--- src/rtl/clk_monitor.sv ---
// Lock monitor for the derived clocks CCLK, PCLK and CHROMA. All three are sampled as data in the MCK domain.
// Each channel measures its period in MCK cycles and runs an IDLE/ACQ/LOCK tracker against the current mode.
module clk_monitor #(
  parameter int LOCK_COUNT = 4,
  parameter int ERR_W      = 8
) (
  input  logic             mck,
  input  logic             reset,
  input  logic             cclk,
  input  logic             pclk,
  input  logic             chroma,
  input  logic             fast,
  input  logic             ntsc,
  input  logic             clr_err,
  output logic             cclk_lock,
  output logic             pclk_lock,
  output logic             chroma_lock,
  output logic             all_lock,
  output logic [1:0]       cclk_phase,
  output logic             err,
  output logic [ERR_W-1:0] err_cnt
);

  typedef enum logic [1:0] {IDLE, ACQ, LOCK} chan_state_e;

  localparam int NCH       = 3;
  localparam int CH_CCLK   = 0;
  localparam int CH_PCLK   = 1;
  localparam int CH_CHROMA = 2;

  localparam logic [2:0] LOCK_TGT = 3'(LOCK_COUNT);
  localparam logic [3:0] CNT_MAX  = 4'd15;
  localparam logic [3:0] CNT_TO   = 4'd14;

  logic [NCH-1:0] clk_in;
  logic [NCH-1:0] clk_s;
  logic [NCH-1:0] clk_p;
  logic [NCH-1:0] rise_q;
  logic           fast_r, fast_rp;
  logic           ntsc_r, ntsc_rp;

  chan_state_e    state    [NCH];
  chan_state_e    state_nx [NCH];
  logic [2:0]     good     [NCH];
  logic [2:0]     good_nx  [NCH];
  logic [3:0]     cnt      [NCH];
  logic [3:0]     cnt_nx   [NCH];
  logic [3:0]     exp_per  [NCH];

  logic [NCH-1:0] mode_chg;
  logic [NCH-1:0] good_per;
  logic [NCH-1:0] timeout;
  logic [NCH-1:0] chan_err;

  logic [1:0]       n_err;
  logic [ERR_W+1:0] err_sum;
  logic [ERR_W-1:0] err_cnt_nx;

  assign clk_in = {chroma, pclk, cclk};

  // The edge flag itself is registered so every channel decision is taken from flops only;
  // state therefore moves two MCK edges after an input edge is first sampled.
  // NOTE: sequential state is always written with <= so every flop samples pre-edge values.
  // NOTE: reset here is synchronous and active-high, so it lives inside the clocked branch.
  always_ff @(posedge mck) begin
    if (reset) begin
      clk_s   <= '0;
      clk_p   <= '0;
      rise_q  <= '0;
      fast_r  <= 1'b0;
      fast_rp <= 1'b0;
      ntsc_r  <= 1'b0;
      ntsc_rp <= 1'b0;
    end else begin
      clk_s   <= clk_in;
      clk_p   <= clk_s;
      rise_q  <= clk_s & ~clk_p;
      fast_r  <= fast;
      fast_rp <= fast_r;
      ntsc_r  <= ntsc;
      ntsc_rp <= ntsc_r;
    end
  end

  assign exp_per[CH_CCLK]   = 4'd3;
  assign exp_per[CH_PCLK]   = fast_r ? 4'd2 : 4'd3;
  assign exp_per[CH_CHROMA] = ntsc_r ? 4'd5 : 4'd4;

  // A mode flip resets only the channel whose divide ratio depends on it.
  assign mode_chg = {ntsc_r ^ ntsc_rp, fast_r ^ fast_rp, 1'b0};

  // NOTE: every output of this block gets a default first, so no path can infer a latch.
  always_comb begin
    for (int i = 0; i < NCH; i++) begin
      state_nx[i] = state[i];
      good_nx[i]  = good[i];
      chan_err[i] = 1'b0;
      good_per[i] = (cnt[i] == exp_per[i]);
      timeout[i]  = (cnt[i] == CNT_TO) && !rise_q[i];

      if (rise_q[i])             cnt_nx[i] = 4'd1;
      else if (cnt[i] != CNT_MAX) cnt_nx[i] = cnt[i] + 4'd1;
      else                        cnt_nx[i] = cnt[i];

      if (mode_chg[i]) begin
        state_nx[i] = IDLE;
        good_nx[i]  = 3'd0;
      end else begin
        unique case (state[i])
          IDLE: begin
            if (rise_q[i]) begin
              state_nx[i] = ACQ;
              good_nx[i]  = 3'd0;
            end
          end
          ACQ: begin
            if (rise_q[i]) begin
              if (good_per[i]) begin
                good_nx[i] = good[i] + 3'd1;
                if ((good[i] + 3'd1) == LOCK_TGT) state_nx[i] = LOCK;
              end else begin
                good_nx[i] = 3'd0;
              end
            end else if (timeout[i]) begin
              state_nx[i] = IDLE;
            end
          end
          LOCK: begin
            if (rise_q[i]) begin
              if (!good_per[i]) begin
                state_nx[i] = ACQ;
                good_nx[i]  = 3'd0;
                chan_err[i] = 1'b1;
              end
            end else if (timeout[i]) begin
              state_nx[i] = IDLE;
              chan_err[i] = 1'b1;
            end
          end
          default: begin
            state_nx[i] = IDLE;
            good_nx[i]  = 3'd0;
          end
        endcase
      end
    end
  end

  assign n_err = 2'(chan_err[0]) + 2'(chan_err[1]) + 2'(chan_err[2]);

  // Two guard bits absorb the worst case of a full counter plus three errors.
  assign err_sum    = {2'b00, err_cnt} + {{ERR_W{1'b0}}, n_err};
  assign err_cnt_nx = (|err_sum[ERR_W+1:ERR_W]) ? {ERR_W{1'b1}} : err_sum[ERR_W-1:0];

  always_ff @(posedge mck) begin
    if (reset) begin
      for (int i = 0; i < NCH; i++) begin
        state[i] <= IDLE;
        good[i]  <= 3'd0;
        cnt[i]   <= 4'd0;
      end
      all_lock <= 1'b0;
      err      <= 1'b0;
      err_cnt  <= '0;
    end else begin
      for (int i = 0; i < NCH; i++) begin
        state[i] <= state_nx[i];
        good[i]  <= good_nx[i];
        cnt[i]   <= cnt_nx[i];
      end
      all_lock <= cclk_lock & pclk_lock & chroma_lock;
      err      <= |chan_err;
      err_cnt  <= clr_err ? '0 : err_cnt_nx;
    end
  end

  assign cclk_lock   = (state[CH_CCLK] == LOCK);
  assign pclk_lock   = (state[CH_PCLK] == LOCK);
  assign chroma_lock = (state[CH_CHROMA] == LOCK);

  assign cclk_phase = cclk_lock ? 2'(cnt[CH_CCLK] - 4'd1) : 2'd0;

endmodule

--- config.mk ---
export PLATFORM = sky130hd
export DESIGN_NAME = clk_monitor
export DESIGN_NICKNAME = d
export VERILOG_FILES = /design/src/rtl/clk_monitor.sv
export SDC_FILE = /design/constraint.sdc
export NUM_CORES = 1
export LEC_CHECK = 0
export ABC_CLOCK_PERIOD_IN_PS = 3310
export BUFFER_PORTS_ARGS = -buffer_cell sky130_fd_sc_hd__buf_2
export CAP_MARGIN = 10
export CORE_ASPECT_RATIO = 0.5
export CORE_MARGIN = 2
export CORE_UTILIZATION = 58
export CTS_CLUSTER_SIZE = 8
export DETAILED_ROUTE_END_ITERATION = 8
export GPL_ROUTABILITY_DRIVEN = 0
export PLACE_DENSITY_LB_ADDON = 0.3
export SLEW_MARGIN = 30
export SYNTH_ARGS = -nofsm -noshare
export SYNTH_HDL_FRONTEND = slang
export SYNTH_SLANG_ARGS = --single-unit
--- constraint.sdc ---
create_clock -name mck -period 3.31 [get_ports mck]
set_input_delay 0.331 -clock mck [delete_from_list [all_inputs] [get_ports mck]]
set_output_delay 0.331 -clock mck [all_outputs]
set_load 0.01 [all_outputs]
-- After elaboration in Yosys (flattened, before gate mapping)
Memory sizes are Yosys's and may differ from the RTL's.
Cells that the tools add are included.
- memories kept: 3
- memory bits (writable): 27
- bits in registers: 23
- logic and storage cells: 150
- bits of input ports: 8
- output and inout bits: 15
- $add $sub $neg: 10
- multiplexer cells: 82
- bitwise gates (word level): 15
- eq/ne operators: 18
- reductions and logical operators: 12
- memories (memory ; depth ; width ; rd ports ; clocked after Yosys merged registers in ; write ports ; RTL line ; source):
    cnt ; 3 ; 4 ; 3 ; 0 ; 3 ; 46 ; logic [3:0] cnt [NCH];
    good ; 3 ; 3 ; 3 ; 0 ; 3 ; 44 ; logic [2:0] good [NCH];
    state ; 3 ; 2 ; 3 ; 0 ; 3 ; 42 ; chan_state_e state [NCH];
- operators by type and width (kind ; count):
    two-way mux 3 bit ; 20
    two-way mux 2 bit ; 27
    two-way mux 4 bit ; 9
    case mux 3 bit (3 select lines) ; 3
    two-way mux 1 bit ; 19
    case mux 2 bit (3 select lines) ; 3
    adder 4 x 1 -> 4 bit, second input constant ; 3
    equality test 4 bit, second input constant ; 3
    inequality test 4 bit, second input constant ; 3
    adder 3 x 1 -> 3 bit, second input constant ; 3
    adder 8 x 2 -> 9 bit ; 1
    equality test 3 bit, second input constant ; 3
    bitwise OR 1 bit ; 9
    two-way mux 8 bit ; 1
    equality test 2 x 1 -> 1 bit, second input constant ; 3
    equality test 2 bit, second input constant ; 3
    zero test 2 bit ; 3
    equality test 4 x 2 -> 1 bit ; 1
    equality test 4 x 2 -> 1 bit, second input constant ; 1
    equality test 4 x 3 -> 1 bit ; 1
    OR reduction 2 bit ; 2
    AND 3 bit ; 1
    logical AND 1 bit ; 3
    zero test 1 bit ; 3
    other kinds (7) ; 9

-- Longest topological paths before layout
An unclocked memory read counts as a cell.
- word-level depth: 12
- gate-level depth with buffers: 14
- gate-level depth less buffers: 13

-- Worst setup path after synthesis
OpenSTA, ideal clock, no wires.
- path type: register -> register
- start point: memory cnt[0][0]
- end point: register err_cnt[5]
- arrival time: 2813 ps
- required time: 3182 ps
- stages on the path, launching flop included: 13
- library setup time: 128 ps
- slack: 369 ps
- period minus slack after synthesis: 2941 ps
- path buffers: 0
- cell sequence: dfxtp_1 -> ha_1 -> nand2b_1 -> a21oi_1 -> or3_1 -> fa_1 -> inv_1 -> ha_1 -> fa_1 -> and3_1 -> nand3_1 -> and4_1 -> nor3_1
- RTL lines (item ; RTL line ; source):
    from (decl) ; 46 ;
    to (signal assigned) ; 173 ; err_cnt <= clr_err ? '0 : err_cnt_nx;
    to (decl) ; 21 ; output logic [ERR_W-1:0] err_cnt

==> impl_metrics.tcl <==
set metrics [dict create \
    r2r-end "err_cnt[5]$_SDFF_PP0_" \
    postCtsSetupBuffers 0 \
    holdCritPathClass "primary input to flip-flop" \
    wl_per_cell_microns 13.0 \
    top_layer_used "met4" \
    setup.worst_path.end_class "flip-flop" \
    drv_slew 0 \
    antenna_found_initial 0 \
    seqPwrFrac_pct 56.0 \
    clk_latency_ps 290 \
    fin_crit_ps 3150 \
    cap_viol_max_count 0 \
    wl_mm 4.43 \
    firstDrtPassIters 4 \
    wl_met2_mm 2.16 \
    coreArea_sq_um 3980 \
    setup_violations 0 \
    cp_max_fo 5 \
    grt_pass1_wl_mm 7.71 \
    hold_violations 0 \
    holdBufCountCts 0 \
    layout.cells.non_filler 342 \
    regArea_sq_um 1000 \
    dpl-instance-area_sq_um 2580 \
    final_antenna_net_count 0 \
    multi_input_area_sq_um 1330 \
    die_h_microns 49.9 \
    synth-async-reset-ratio_pct 0 \
    die_area_sq_um 4790 \
    clockBufferDepth 2 \
    clk_pin_slew_ps 90 \
    fin_area_sq_um 2700 \
    synth_cells 270 \
    pwr_density_cell_nw_per_um2 426 \
    power_frac_clock_pct 37.3 \
    synth_area_sq_um 2450 \
    crit_start "cnt[0][0]$_SDFFE_PP0P_" \
    cts_resized 0 \
    die_w_microns 95.9 \
    pin_count 23 \
    p_sw_share_pct 22.0 \
    root_buffer "clkbuf_8" \
    max-slew-margin-rel_pct 62.6 \
    start_util_pct 61.5 \
    grt.overflow.total 0 \
    dr_total_vias 1942 \
    power_frac_comb_pct 6.7 \
    yosysUniqueCellTypes 55 \
    cts_tree "built" \
    layout_commonest_cell "dfxtp_1" \
    path_cells "ha_1, nand2b_1, a21oi_1, or3_1, fa_1, inv_1, ha_1, fa_1, and3_1, nand3_2, and4_1, nor3_1" \
    wl_met1_mm 2.13 \
    portBuffers 22 \
    synth_fp_nets 294 \
    crit_path_end "err_cnt[5]$_SDFF_PP0_" \
    cts_buffers 5 \
    drc 0 \
    ys_seq_area_share_pct 40.9 \
    antenna_cells 0 \
    r2r_start "cnt[0][0]$_SDFFE_PP0P_" \
    p_switching_mw 0.253 \
    regToRegSetupSlack_ps 160 \
    status "finished clean" \
    fmax_mhz 317 \
    htree_levels 2 \
    tightest_slew_ps 561 \
    syn_avg_cell_area_sq_um 9.07 \
    total_power_mw 1.15 \
    dpl.cell_count 335 \
    vias_per_cell 5.68 \
    yosys_warnings 0 \
    grt_max_degree 35 \
    drive_above_1_share_pct 13.5 \
    first_global_vias 1787 \
    ys.flop_type "dfxtp_1" \
    peakVddDrop_v 0.000273 \
    rr_worst_depth 12 \
    p_int_mw 0.897 \
    area_growth_pct 10.3 \
    fillCellCount 303 \
    grt_use_total_pct 20.3 \
    timing.final.crit_share_pct 95.2 \
    rows 16 \
    critPathMaxStageDelay_ps 520 \
    nNetsFinal 312 \
    ys_seq_elements 50 \
    power_leakage_nw 1.14 \
    finClkSkew_ps 7.26 \
    synth_edf_count 0 \
    worstPathArrival_ps 3330 \
    crit_type "flip-flop to flip-flop" \
    dp_hpwl_mm 3.28 \
    cpMaxStageDelayCell "fa_1" \
    drt-initial-drc-count 56 \
    cts.sinks 50 \
    cp.required_ps 3490 \
    final_cell_mix "dfxtp_1, buf_2, inv_1, nor2_1, nor2b_1" \
    worst_setup_path_start_kind "flip-flop" \
    dr_wl_met3_microns 140 \
]
==> layer usage <==
metal,global-route usage [%],vias to the layer above
met5,0,-
met3,6.27,2
met4,3.57,0
met2,36.0,26
li1,-,993
met1,24.6,921
==> synthesized netlist by cell type (2+ instances only) <==
cell	number	area, sq um
nor2_1	19	71.3
o31a_1	2	17.5
dfxtp_1	50	1000
a2111oi_0	6	52.6
nand3_1	10	50.1
a32o_1	2	20.0
buf_2	3	15.0
o2bb2ai_1	2	17.5
o21ai_1	4	20.0
inv_1	21	78.8
nor2b_1	17	106
nand2b_1	4	25.0
o21a_1	2	15.0
xor2_1	4	35.0
nor3b_2	2	25.0
a21oi_1	14	70.1
a21boi_1	3	22.5
fa_1	2	40.0
a211oi_1	3	22.5
and3_1	7	43.8
ha_1	14	175
nor4_1	2	12.5
clkbuf_1	8	30.0
nor3_1	12	60.1
a21o_1	2	15.0
a31oi_1	7	43.8
and4_1	3	26.3
xnor2_1	6	52.6
nand2_1	8	30.0
o21ai_0	6	30.0
==> power by group through the flow <==
stage / combinational (mW) / clock (mW) / sequential, mW
final: 0.0775 / 0.429 / 0.644
after global routing: 0.0878 / 0.467 / 0.647
after CTS: 0.0776 / 0.441 / 0.643
after detailed placement: 0.0773 / 0 / 0.657
after global placement: 0.0737 / 0 / 0.656
after floorplan: 0.0703 / 0 / 0.646
==> cell type report <==
cell class	instances	share of cell area (%)
Clock inverter	1	1.11
Multi-Input combinational cell	187	49.1
Sequential cell	50	37.1
Inverter	22	3.06
Tap cell	54	2.50
Timing Repair Buffer	22	4.08
Clock buffer	6	3.06
==> state kept, by name, summed over array words and instances (netlist names) <==
register,flops
all_lock,1
clk_p,3
clk_s,3
cnt,12
err,1
err_cnt,8
fast_r,1
fast_rp,1
good,9
ntsc_r,1
ntsc_rp,1
rise_q,3
state,6
==> worst max-delay path: cells and delay by family, from the launching register on <==
family                   cells  cell delay (ps)
adder cells (fa/ha/maj)      4             1430
buffers and inverters        1               50
AO/OA/AOI/OAI                1               90
AND/OR/NAND/NOR              6             1120
flip-flops                   1              350
==> stage by stage <==
stage	setup TNS, ps	setup slack (ps)	hold slack, ps	utilization, %
6_report	0	159	249	67.8
5_1_grt	-8.17	-8.17	238	67.8
2_1_floorplan	0	369	367	-
3_3_place_gp	0	266	371	64.8
4_1_cts	0	106	247	67.6
3_5_place_dp	0	129	374	64.8
==> how the worst min path moves through the flow <==
stage	from	endpoint	slack, ps	cells after the start
global route	cclk	clk_s[0]$_SDFF_PP0_	240	2
finish	ntsc	ntsc_r$_SDFF_PP0_	250	2
CTS	ntsc	ntsc_r$_SDFF_PP0_	250	2
detailed placement	clk_p[0]$_SDFF_PP0_	rise_q[0]$_SDFF_PP0_	370	1
floorplan	clk_p[0]$_SDFF_PP0_	rise_q[0]$_SDFF_PP0_	370	1
global placement	clk_p[1]$_SDFF_PP0_	rise_q[1]$_SDFF_PP0_	370	1
==> cell families after synthesis <==
logic type	count (synthesis)	synth area share, %
simple gates	94	21.6
compound gates	65	18.9
flops	50	40.9
buf+inv	33	5.21
fa+ha+maj	16	8.79
xor+xnor	11	4.24
mux	1	0.409
(Power assumes the default switching activity.)
